==> config.mk <==
export PLATFORM = sky130hd
export DESIGN_NAME = sys_ctrl_gen_flat
export DESIGN_NICKNAME = d
export VERILOG_FILES = /design/src/rtl/sys_ctrl_gen_if.sv /design/src/rtl/sys_ctrl_gen.sv /design/src/flat_wrapper.sv
export SDC_FILE = /design/constraint.sdc
export NUM_CORES = 1
export LEC_CHECK = 0
export BUFFER_PORTS_ARGS = -buffer_cell sky130_fd_sc_hd__buf_2
export CAP_MARGIN = 20
export CORE_ASPECT_RATIO = 0.5
export CORE_MARGIN = 5
export CORE_UTILIZATION = 40
export CTS_CLUSTER_DIAMETER = 40
export DETAILED_ROUTE_END_ITERATION = 8
export PLACE_DENSITY = 0.65
export SLEW_MARGIN = 10
export SYNTH_ARGS = -nofsm -noshare
export SYNTH_HDL_FRONTEND = slang
export SYNTH_SLANG_ARGS = --single-unit
==> constraint.sdc <==
create_clock -name CLK -period 2.7 [get_ports CLK]
set_input_delay 0.405 -clock CLK [delete_from_list [all_inputs] [get_ports CLK]]
set_output_delay 0.405 -clock CLK [all_outputs]
set_load 0.01 [all_outputs]
==> src/rtl/sys_ctrl_gen_if.sv <==
// rtl/sys_ctrl_gen_if.sv - bus bundle between sys_ctrl_gen and the UART, register file and ALU
interface sys_ctrl_gen_if #(
  parameter int DATA_WIDTH = 8,
  parameter int ADDR_WIDTH = 4,
  parameter int FUN_WIDTH  = 4
);
  logic [DATA_WIDTH-1:0]   RX_P_DATA;
  logic                    RX_D_VLD;
  logic [2*DATA_WIDTH-1:0] ALU_OUT;
  logic                    OUT_VALID;
  logic [DATA_WIDTH-1:0]   RdData;
  logic                    RdData_Valid;
  logic                    Busy;
  logic [FUN_WIDTH-1:0]    ALU_FUN;
  logic                    ALU_EN;
  logic                    CLK_EN;
  logic                    WrEn;
  logic                    RdEn;
  logic [ADDR_WIDTH-1:0]   Address;
  logic [DATA_WIDTH-1:0]   WrData;
  logic [DATA_WIDTH-1:0]   TX_P_DATA;
  logic                    TX_D_VLD;
  logic                    clk_div_en;
  logic                    cmd_err;
  logic                    overrun;

  modport master (
    input  RX_P_DATA, RX_D_VLD, ALU_OUT, OUT_VALID, RdData, RdData_Valid, Busy,
    output ALU_FUN, ALU_EN, CLK_EN, WrEn, RdEn, Address, WrData,
           TX_P_DATA, TX_D_VLD, clk_div_en, cmd_err, overrun
  );

  modport slave (
    output RX_P_DATA, RX_D_VLD, ALU_OUT, OUT_VALID, RdData, RdData_Valid, Busy,
    input  ALU_FUN, ALU_EN, CLK_EN, WrEn, RdEn, Address, WrData,
           TX_P_DATA, TX_D_VLD, clk_div_en, cmd_err, overrun
  );
endinterface

==> src/rtl/sys_ctrl_gen.sv <==
// rtl/sys_ctrl_gen.sv - command decoder, response FIFO and UART TX drain for the system controller
module sys_ctrl_gen #(
  parameter int DATA_WIDTH = 8,
  parameter int ADDR_WIDTH = 4,
  parameter int FUN_WIDTH  = 4,
  parameter int RESP_DEPTH = 8,
  parameter int OPA_ADDR   = 0,
  parameter int OPB_ADDR   = 1
) (
  input logic            CLK,
  input logic            RST,
  sys_ctrl_gen_if.master bus
);
  localparam int PW = $clog2(RESP_DEPTH);
  localparam logic [PW:0] DEPTH_C = (PW+1)'(RESP_DEPTH);
  localparam logic [PW:0] ONE_C   = (PW+1)'(1);
  localparam logic [PW:0] TWO_C   = (PW+1)'(2);

  typedef enum logic [3:0] {
    IDLE, W_ADDR, W_DATA, WR, R_ADDR, R_ISSUE, R_WAIT, OPA,
    WR_A, OPB, WR_B, FUN, ALU_ISSUE, ALU_WAIT, B_ADDR, B_CNT
  } state_t;

  state_t                state_q, state_d;
  logic [ADDR_WIDTH-1:0] addr_q, addr_d;
  logic [DATA_WIDTH-1:0] wdata_q, wdata_d;
  logic [FUN_WIDTH-1:0]  fun_q, fun_d;
  logic [DATA_WIDTH-1:0] cnt_q, cnt_d;
  logic wren_q, wren_d, rden_q, rden_d, aluen_q, aluen_d;
  logic clken_q, clken_d, cmderr_q, cmderr_d, ovr_q, ovr_d;
  logic clk_div_en_q;

  // ALU high byte waits one cycle behind the low byte
  logic [DATA_WIDTH-1:0] hi_q;
  logic                  hi_pend_q;
  logic                  fsm_push, alu_done;
  logic [DATA_WIDTH-1:0] fsm_push_data;
  logic [7:0]            opcode;

  logic [DATA_WIDTH-1:0] mem_q [RESP_DEPTH];
  logic [PW-1:0]         wptr_q, rptr_q;
  logic [PW:0]           count_q, free_w;
  logic                  push, pop;
  logic [DATA_WIDTH-1:0] push_data;
  logic                  hold_q, busy_seen_q, tx_vld_q;
  logic [DATA_WIDTH-1:0] tx_data_q;

  assign opcode    = bus.RX_P_DATA[7:0];
  // a pending high byte reserves its slot so issue states never overfill
  assign free_w    = DEPTH_C - count_q - {{PW{1'b0}}, hi_pend_q};
  assign push      = fsm_push | hi_pend_q;
  assign push_data = hi_pend_q ? hi_q : fsm_push_data;
  assign pop       = (count_q != '0) && !bus.Busy && !hold_q;

  // next-state and registered-output decode
  always_comb begin
    state_d       = state_q;
    addr_d        = addr_q;
    wdata_d       = wdata_q;
    fun_d         = fun_q;
    cnt_d         = cnt_q;
    wren_d        = 1'b0;
    rden_d        = 1'b0;
    aluen_d       = 1'b0;
    clken_d       = clken_q;
    cmderr_d      = 1'b0;
    ovr_d         = 1'b0;
    fsm_push      = 1'b0;
    fsm_push_data = bus.RdData;
    alu_done      = 1'b0;
    case (state_q)
      IDLE: if (bus.RX_D_VLD) begin
        case (opcode)
          8'hAA:   state_d = W_ADDR;
          8'hBB:   state_d = R_ADDR;
          8'hCC:   state_d = OPA;
          8'hDD:   state_d = FUN;
          8'hEE:   state_d = B_ADDR;
          default: cmderr_d = 1'b1;
        endcase
      end
      W_ADDR: if (bus.RX_D_VLD) begin
        addr_d  = bus.RX_P_DATA[ADDR_WIDTH-1:0];
        state_d = W_DATA;
      end
      W_DATA: if (bus.RX_D_VLD) begin
        wdata_d = bus.RX_P_DATA;
        wren_d  = 1'b1;
        state_d = WR;
      end
      WR: state_d = IDLE;
      R_ADDR: if (bus.RX_D_VLD) begin
        addr_d  = bus.RX_P_DATA[ADDR_WIDTH-1:0];
        cnt_d   = DATA_WIDTH'(1);
        state_d = R_ISSUE;
      end
      R_ISSUE: if (free_w >= ONE_C) begin
        rden_d  = 1'b1;
        state_d = R_WAIT;
      end
      R_WAIT: if (bus.RdData_Valid) begin
        fsm_push = 1'b1;
        if (cnt_q > DATA_WIDTH'(1)) begin
          cnt_d   = cnt_q - DATA_WIDTH'(1);
          addr_d  = addr_q + ADDR_WIDTH'(1);
          state_d = R_ISSUE;
        end else begin
          state_d = IDLE;
        end
      end
      OPA: if (bus.RX_D_VLD) begin
        addr_d  = ADDR_WIDTH'(OPA_ADDR);
        wdata_d = bus.RX_P_DATA;
        wren_d  = 1'b1;
        state_d = WR_A;
      end
      WR_A: state_d = OPB;
      OPB: if (bus.RX_D_VLD) begin
        addr_d  = ADDR_WIDTH'(OPB_ADDR);
        wdata_d = bus.RX_P_DATA;
        wren_d  = 1'b1;
        state_d = WR_B;
      end
      WR_B: state_d = FUN;
      FUN: if (bus.RX_D_VLD) begin
        fun_d   = bus.RX_P_DATA[FUN_WIDTH-1:0];
        clken_d = 1'b1;
        state_d = ALU_ISSUE;
      end
      ALU_ISSUE: if (free_w >= TWO_C) begin
        aluen_d = 1'b1;
        state_d = ALU_WAIT;
      end
      ALU_WAIT: if (bus.OUT_VALID) begin
        fsm_push      = 1'b1;
        fsm_push_data = bus.ALU_OUT[DATA_WIDTH-1:0];
        alu_done      = 1'b1;
        clken_d       = 1'b0;
        state_d       = IDLE;
      end
      B_ADDR: if (bus.RX_D_VLD) begin
        addr_d  = bus.RX_P_DATA[ADDR_WIDTH-1:0];
        state_d = B_CNT;
      end
      B_CNT: if (bus.RX_D_VLD) begin
        cnt_d   = (bus.RX_P_DATA == '0) ? DATA_WIDTH'(1) : bus.RX_P_DATA;
        state_d = R_ISSUE;
      end
      default: state_d = IDLE;
    endcase
    if (bus.RX_D_VLD && (state_q inside {WR, R_ISSUE, R_WAIT, WR_A, WR_B, ALU_ISSUE, ALU_WAIT}))
      ovr_d = 1'b1;
  end

  // FSM state and command-side output registers
  always_ff @(posedge CLK) begin
    if (RST) begin
      state_q      <= IDLE;
      addr_q       <= '0;
      wdata_q      <= '0;
      fun_q        <= '0;
      cnt_q        <= '0;
      wren_q       <= 1'b0;
      rden_q       <= 1'b0;
      aluen_q      <= 1'b0;
      clken_q      <= 1'b0;
      cmderr_q     <= 1'b0;
      ovr_q        <= 1'b0;
      clk_div_en_q <= 1'b0;
      hi_q         <= '0;
      hi_pend_q    <= 1'b0;
    end else begin
      state_q      <= state_d;
      addr_q       <= addr_d;
      wdata_q      <= wdata_d;
      fun_q        <= fun_d;
      cnt_q        <= cnt_d;
      wren_q       <= wren_d;
      rden_q       <= rden_d;
      aluen_q      <= aluen_d;
      clken_q      <= clken_d;
      cmderr_q     <= cmderr_d;
      ovr_q        <= ovr_d;
      clk_div_en_q <= 1'b1;
      hi_pend_q    <= alu_done;
      if (alu_done) hi_q <= bus.ALU_OUT[2*DATA_WIDTH-1:DATA_WIDTH];
    end
  end

  // response FIFO storage, no reset needed since pointers gate reads
  always_ff @(posedge CLK) begin
    if (push) mem_q[wptr_q] <= push_data;
  end

  // FIFO pointers and TX drain with busy-high-then-low hold
  always_ff @(posedge CLK) begin
    if (RST) begin
      wptr_q      <= '0;
      rptr_q      <= '0;
      count_q     <= '0;
      hold_q      <= 1'b0;
      busy_seen_q <= 1'b0;
      tx_vld_q    <= 1'b0;
      tx_data_q   <= '0;
    end else begin
      if (push) wptr_q <= wptr_q + PW'(1);
      if (pop) begin
        rptr_q    <= rptr_q + PW'(1);
        tx_data_q <= mem_q[rptr_q];
      end
      case ({push, pop})
        2'b10:   count_q <= count_q + ONE_C;
        2'b01:   count_q <= count_q - ONE_C;
        default: count_q <= count_q;
      endcase
      tx_vld_q <= pop;
      if (pop) begin
        hold_q      <= 1'b1;
        busy_seen_q <= 1'b0;
      end else if (hold_q) begin
        if (bus.Busy) begin
          busy_seen_q <= 1'b1;
        end else if (busy_seen_q) begin
          hold_q      <= 1'b0;
          busy_seen_q <= 1'b0;
        end
      end
    end
  end

  assign bus.ALU_FUN    = fun_q;
  assign bus.ALU_EN     = aluen_q;
  assign bus.CLK_EN     = clken_q;
  assign bus.WrEn       = wren_q;
  assign bus.RdEn       = rden_q;
  assign bus.Address    = addr_q;
  assign bus.WrData     = wdata_q;
  assign bus.TX_P_DATA  = tx_data_q;
  assign bus.TX_D_VLD   = tx_vld_q;
  assign bus.clk_div_en = clk_div_en_q;
  assign bus.cmd_err    = cmderr_q;
  assign bus.overrun    = ovr_q;
endmodule

==> src/flat_wrapper.sv <==
// flat-port wrapper written by rule: the top's interface ports become plain ports
module sys_ctrl_gen_flat 
#(
  parameter int DATA_WIDTH = 8,
  parameter int ADDR_WIDTH = 4,
  parameter int FUN_WIDTH  = 4,
  parameter int RESP_DEPTH = 8,
  parameter int OPA_ADDR   = 0,
  parameter int OPB_ADDR   = 1
)
  (CLK, RST, bus_RX_P_DATA, bus_RX_D_VLD, bus_ALU_OUT, bus_OUT_VALID, bus_RdData, bus_RdData_Valid, bus_Busy, bus_ALU_FUN, bus_ALU_EN, bus_CLK_EN, bus_WrEn, bus_RdEn, bus_Address, bus_WrData, bus_TX_P_DATA, bus_TX_D_VLD, bus_clk_div_en, bus_cmd_err, bus_overrun);
  sys_ctrl_gen_if #(.DATA_WIDTH(DATA_WIDTH), .ADDR_WIDTH(ADDR_WIDTH), .FUN_WIDTH(FUN_WIDTH)) bus_i ();
  input logic CLK;
  input logic RST;
  input wire logic [$bits(bus_i.RX_P_DATA)-1:0] bus_RX_P_DATA;
  input wire logic [$bits(bus_i.RX_D_VLD)-1:0] bus_RX_D_VLD;
  input wire logic [$bits(bus_i.ALU_OUT)-1:0] bus_ALU_OUT;
  input wire logic [$bits(bus_i.OUT_VALID)-1:0] bus_OUT_VALID;
  input wire logic [$bits(bus_i.RdData)-1:0] bus_RdData;
  input wire logic [$bits(bus_i.RdData_Valid)-1:0] bus_RdData_Valid;
  input wire logic [$bits(bus_i.Busy)-1:0] bus_Busy;
  output wire logic [$bits(bus_i.ALU_FUN)-1:0] bus_ALU_FUN;
  output wire logic [$bits(bus_i.ALU_EN)-1:0] bus_ALU_EN;
  output wire logic [$bits(bus_i.CLK_EN)-1:0] bus_CLK_EN;
  output wire logic [$bits(bus_i.WrEn)-1:0] bus_WrEn;
  output wire logic [$bits(bus_i.RdEn)-1:0] bus_RdEn;
  output wire logic [$bits(bus_i.Address)-1:0] bus_Address;
  output wire logic [$bits(bus_i.WrData)-1:0] bus_WrData;
  output wire logic [$bits(bus_i.TX_P_DATA)-1:0] bus_TX_P_DATA;
  output wire logic [$bits(bus_i.TX_D_VLD)-1:0] bus_TX_D_VLD;
  output wire logic [$bits(bus_i.clk_div_en)-1:0] bus_clk_div_en;
  output wire logic [$bits(bus_i.cmd_err)-1:0] bus_cmd_err;
  output wire logic [$bits(bus_i.overrun)-1:0] bus_overrun;
  assign bus_i.RX_P_DATA = bus_RX_P_DATA;
  assign bus_i.RX_D_VLD = bus_RX_D_VLD;
  assign bus_i.ALU_OUT = bus_ALU_OUT;
  assign bus_i.OUT_VALID = bus_OUT_VALID;
  assign bus_i.RdData = bus_RdData;
  assign bus_i.RdData_Valid = bus_RdData_Valid;
  assign bus_i.Busy = bus_Busy;
  assign bus_ALU_FUN = bus_i.ALU_FUN;
  assign bus_ALU_EN = bus_i.ALU_EN;
  assign bus_CLK_EN = bus_i.CLK_EN;
  assign bus_WrEn = bus_i.WrEn;
  assign bus_RdEn = bus_i.RdEn;
  assign bus_Address = bus_i.Address;
  assign bus_WrData = bus_i.WrData;
  assign bus_TX_P_DATA = bus_i.TX_P_DATA;
  assign bus_TX_D_VLD = bus_i.TX_D_VLD;
  assign bus_clk_div_en = bus_i.clk_div_en;
  assign bus_cmd_err = bus_i.cmd_err;
  assign bus_overrun = bus_i.overrun;
  sys_ctrl_gen #(.DATA_WIDTH(DATA_WIDTH), .ADDR_WIDTH(ADDR_WIDTH), .FUN_WIDTH(FUN_WIDTH), .RESP_DEPTH(RESP_DEPTH), .OPA_ADDR(OPA_ADDR), .OPB_ADDR(OPB_ADDR)) u_core (.CLK(CLK), .RST(RST), .bus(bus_i));
endmodule
---- Yosys cells after proc, flatten, opt, wreduce, memory -nomap -nowiden ----
Memory sizes are Yosys's and may differ from the RTL's. A register that Yosys moved wholly into a read port is not among the register bits.
Cells that the tools add are included.
storage, ports and cells
  logic and storage cells ................. 156
  bits in writable memories ............... 64
  flip-flop bits (word level) ............. 57
  memories kept ........................... 1
  output and inout port bits .............. 32
  input port bits ......................... 38
operators by class
  bitwise logic cells ..................... 6
  magnitude comparators ................... 3
  reduce and logical (&&, ||, !) cells .... 28
  eq/ne operators ......................... 39
  multiplexer cells ....................... 51
  $add $sub $neg .......................... 8
memory list
  memory        depth  width  rd ports  clocked after Yosys merged registers in  write ports  line                source
  u_core.mem_q  8      8      1         1                                        1            sys_ctrl_gen.sv:40  logic [DATA_WIDTH-1:0] mem_q [RESP_DEPTH];
operators by type and width
  cell                   number
  $mux W4                17
  $mux W8                8
  $pmux W4 S15           1
  $eq A8 B8 Y1 const B   5
  $eq A4 B4 Y1 const B   8
  $pmux W8 S3            1
  $ne A2 B2 Y1 const B   11
  $pmux W4 S5            1
  $mux W1                18
  $eq A4 B3 Y1 const B   4
  $pmux W4 S4            1
  $reduce_and A13 Y1     1
  $ne A2 B1 Y1 const B   5
  $reduce_or A2 Y1       5
  $reduce_or A3 Y1       3
  $add A4 B1 Y4 const B  2
  $eq A4 B2 Y1 const B   2
  $gt A8 B1 Y1 const B   1
  $logic_not A8 Y1       1
  $pmux W4 S2            1
  $reduce_bool A4 Y1     2
  $sub A8 B1 Y8 const B  1
  $reduce_bool A7 Y1     1
  $add A3 B1 Y3 const B  2
  other kinds (23)       33

---- Depth between registers and ports, before layout ----
  depth in word-level cells ............... 5
  mapped depth ............................ 14
  mapped depth without buffers ............ 11

---- Least setup slack after synthesis ----
No wires, ideal clock.
  path kind ............................... register to register
  start point ............................. reg u_core.state_q[1]
  end point ............................... reg u_core.count_q[3]
  cell stages (with the launch flop) ...... 13
  slack ................................... -0.103 ns
  setup time .............................. 0.128 ns
  buffers on the path ..................... 2
  data required time ...................... 2.572 ns
  clock period less this slack ............ 2.803 ns
  data arrival time ....................... 2.675 ns
  cell sequence ........................... dfxtp_1 -> buf_4 -> and4bb_2 -> and2_1 -> or3_1 -> buf_4 -> inv_4 -> ha_1 -> or3b_2 -> a211o_1 -> a21oi_1 -> xnor2_1 -> nor2_1
between the ends
  cells in the longest elaborated chain, start to end .. 5
  elaborated cells between the ends (all ways) .. 8
  those cells by class .................... 4 x eq/ne; 2 x mux; 1 x bitwise; 1 x reduce/logical
RTL lines
  item                                                      line                 source
  start, declared                                           sys_ctrl_gen.sv:24   state_t state_q, state_d;
  start signal, assigned                                    sys_ctrl_gen.sv:173  state_q <= state_d;
  $eq A4 B4 Y1 / $eq A4 B3 Y1 (equally long branches)       sys_ctrl_gen.sv:71   case (state_q)
  $pmux W1 S2 *                                             sys_ctrl_gen.sv:71
  $or A1 B1 Y1 *                                            sys_ctrl_gen.sv:51   assign push = fsm_push | hi_pend_q;
  $eq A2 B1 Y1 / $eq A2 B2 Y1 (equally long branches)       sys_ctrl_gen.sv:211  case ({push, pop})
  $pmux W4 S2 / $reduce_bool A2 Y1 (equally long branches)  --
  end signal, assigned                                      sys_ctrl_gen.sv:212  2'b10: count_q <= count_q + ONE_C;
  end signal, assigned                                      sys_ctrl_gen.sv:213  2'b01: count_q <= count_q - ONE_C;
  end signal, assigned                                      sys_ctrl_gen.sv:214  default: count_q <= count_q;
  end, declared                                             sys_ctrl_gen.sv:42   logic [PW:0] count_q, free_w;
Mark *: on every way between the ends. The rest lies on a longest branch, timed or not.
A chain may end at the register's enable or synchronous reset.

---- Final worst setup path ----
Ends and elaborated chain as after synthesis.

==> results.yml <==
synth:
  yosysSeqAreaShare: 0.520
  yosysUniqueCellTypes: 75
  synth_cells: 554
  async_flop_share: 0
  synthesis.area_sq_mm: 0.00620
  yosysWarnings: 0
  ys.flop_type: "dfxtp_1"
  synth-edff-count: 64
  synth.net_count: 604
  syn_area_per_cell_sq_um: 11.2
  synth-seq-cells: 129
timing:
  worst_slew_pin_slew_ps: 1000
  hold_violations: 0
  period_needed_ps: 2550
  fin_worst_skew_ps: 11.8
  min_period_over_period: 0.943
  setup_viol: 0
  whs_ps: 228
  fmax_mhz: 393
  setup_tns_ps: 0
  slew_headroom: 0.324
  slew_viol_final: 0
  rsz0062_at_grt: "false"
power_and_ir_drop:
  comb_power_share: 0.030
  power.switching_w: 0.00102
  ir_worst_vdd_mv: 0.404
  p_int_w: 0.00349
  p_per_area_mw_per_mm2: 608
  p_leak_nw: 2.73
  switching_share: 0.226
  clkPwrFrac: 0.514
  pwr-share-seq: 0.456
global_route:
  grt_max_degree: 57
  grt_use_total: 0.166
  grt_pass1_wl_um: 23600
  grt_overflow: 0
  antenna_found_initial: 0
  grt_pass1_vias: 4465
drt:
  vias_per_cell: 5.36
  drcViolationCount: 0
  routed_wl_um: 14500
  drtIter0Drc: 452
  routedWlPerCell_um: 17.1
  dr.pass1.iters: 5
  via_count: 4528
  ant_nets: 0
cts:
  cts_root_buffer: "clkbuf_16"
  clk_latency_ps: 420
  clk_pin_slew_ps: 60
  ctsHoldBuffers: 0
  cts_buffers: 17
  h-tree-depth: 4
  cts_buffer_depth: 2
  tritoncts: "built"
  clock_sinks: 129
worst_setup_path:
  reg2reg_depth: 10
  cp-start-kind: "flop"
  reg2reg_setup_slack_ps: 150
  r2r_end: "u_core.count_q[3]"
  path_buf_inv: 1
  cp.arrival_ps: 2820
  timing.rr.start: "u_core.state_q[1]"
  critPathCaptureType: "flop"
  cpLargestDelayFamily: "simple AND/OR/NAND/NOR gates"
  path_cells: "and4bb_2 -> and2_4 -> or3_4 -> inv_4 -> ha_4 -> or3b_2 -> a211o_1 -> a21oi_2 -> xnor2_1 -> nor2_1"
  critical_path_required_ps: 2980
  crit_path_max_fanout: 4
  cpMaxStageDelayCell: "or3b_2"
  crit_type: "flop to flop"
  critPathMaxStageDelay_ps: 450
die:
  io_pins: 70
  fp.dieArea_sq_mm: 0.0182
  fp.dieH_um: 98.0
  start_util: 0.405
  core_sq_mm: 0.0153
  fp.dieW_um: 186
  rows: 32
final_layout:
  antenna_cells: 0
  drive_above_1_share: 0.265
  final_cell_mix: "69 x buf_2, 64 x edfxtp_1, 62 x dfxtp_1, 57 x nor2_1, 48 x nand2_1"
  final_common_cell: "buf_2"
  area_delta_synth_final_pct: 19.8
  fin_nets: 678
place:
  dp_hpwl_um: 9850
  place_congestion: 0.928
  port-buffer-count: 69
hold_path:
  hp-start: "bus_ALU_OUT[14]"
  hold_path_end: "u_core.hi_q[6]"
  hold_depth: 3
  hp-class: "input port to flop"
run_status:
  status: "finished, final reports clean"
run:
  maxCapViolations: 0
-- power by group through the flow --
stage          clock [W]  combinational, W  sequential (W)
6_report         0.00232          0.000137         0.00206
5_1_grt          0.00245          0.000152         0.00206
4_1_cts          0.00236          0.000137         0.00206
3_5_place_dp           0          0.000137         0.00210
3_3_place_gp           0          0.000135         0.00210
2_1_floorplan          0         0.0000726         0.00210
-- tightest hold or removal path, stage by stage --
cell	delay [ps]
buf_2	90
nand2_1	50
a21oi_1	50
-- metrics by stage --
stage	instance area [sq um]	worst slack (ps)	power, W	cells	util
2_1_floorplan	6220	20.7	0.00217	554	-
3_3_place_gp	6810	158	0.00224	812	0.445
3_5_place_dp	6810	102	0.00224	812	0.445
4_1_cts	7410	72.1	0.00455	844	0.484
5_1_grt	7430	16.6	0.00466	845	0.486
6_report	7430	154	0.00451	845	0.486
-- layer usage --
metal	track usage	part of all wire	vias to the layer above
met5	0	0	-
met4	0.0582	0.019	0
met3	0.0398	0.037	21
met2	0.267	0.49	89
met1	0.221	0.46	2219
li1	-	-	2199
-- cell usage after synthesis (all sizes together), types with 11 or more instances --
library cell  instances  area, sq um
buf                  23          141
inv                  19         73.8
nor2                 57          214
edfxtp               64         1920
a21oi                32          160
o21ai                20          111
mux2i                36          360
a211oi               14          128
mux4                 16          360
nand3                11         55.1
ha                   12          150
nand2                48          180
nor3                 15         80.1
clkbuf               17         63.8
dfxtp                65         1300
-- cell type report --
class | count | area, sq um
well taps | 204 | 255
repair buffers | 95 | 541
clock inverters | 14 | 168
flip-flops and latches | 129 | 3230
inverters | 19 | 73.8
fillers | 1346 | 7870
multi-input cells | 366 | 2730
clock buffers | 18 | 429
-- logic make-up (layout without fill, tap and decap cells) --
kind of cell	Yosys count	count (layout)	share of synthesized area
AND/OR/NAND/NOR	181	181	0.149
flip-flops	129	129	0.520
AO/OA/AOI/OAI	105	105	0.122
buffers and inverters	59	146	0.0450
multiplexers	54	54	0.121
XOR/XNOR	14	14	0.0198
adder cells (fa/ha/maj)	12	12	0.0242
-- sequential cells by signal (all words and copies together) (netlist names), 3 cells and up --
register,cells
u_core.bus.TX_P_DATA,8
u_core.wptr_q,3
u_core.rptr_q,3
u_core.mem_q,64
u_core.state_q,4
u_core.bus.ALU_FUN,4
u_core.hi_q,8
u_core.bus.WrData,8
u_core.bus.Address,4
u_core.count_q,4
u_core.cnt_q,8
-- worst max path at each step --
stage | start | to | slack, ps | depth (start not counted)
3_5_place_dp | u_core.state_q[1] | u_core.count_q[3] | 100 | 10
6_report | u_core.state_q[1] | u_core.count_q[3] | 150 | 10
2_1_floorplan | u_core.state_q[1] | u_core.count_q[3] | 20 | 12
4_1_cts | u_core.state_q[1] | u_core.count_q[3] | 70 | 10
5_1_grt | u_core.state_q[1] | u_core.count_q[3] | 20 | 10
3_3_place_gp | u_core.state_q[1] | u_core.count_q[3] | 160 | 10
-- what timing repair did --
| action | CTS | global route |
|---|---|---|
| setup endpoints to repair | 0 | 1 |
| endpoints found under the hold margin | 0 | 0 |
| setup buffers | 0 | 1 |
| gates resized for setup | 0 | 6 |
No activity file was read; power rests on OpenSTA's default activity.
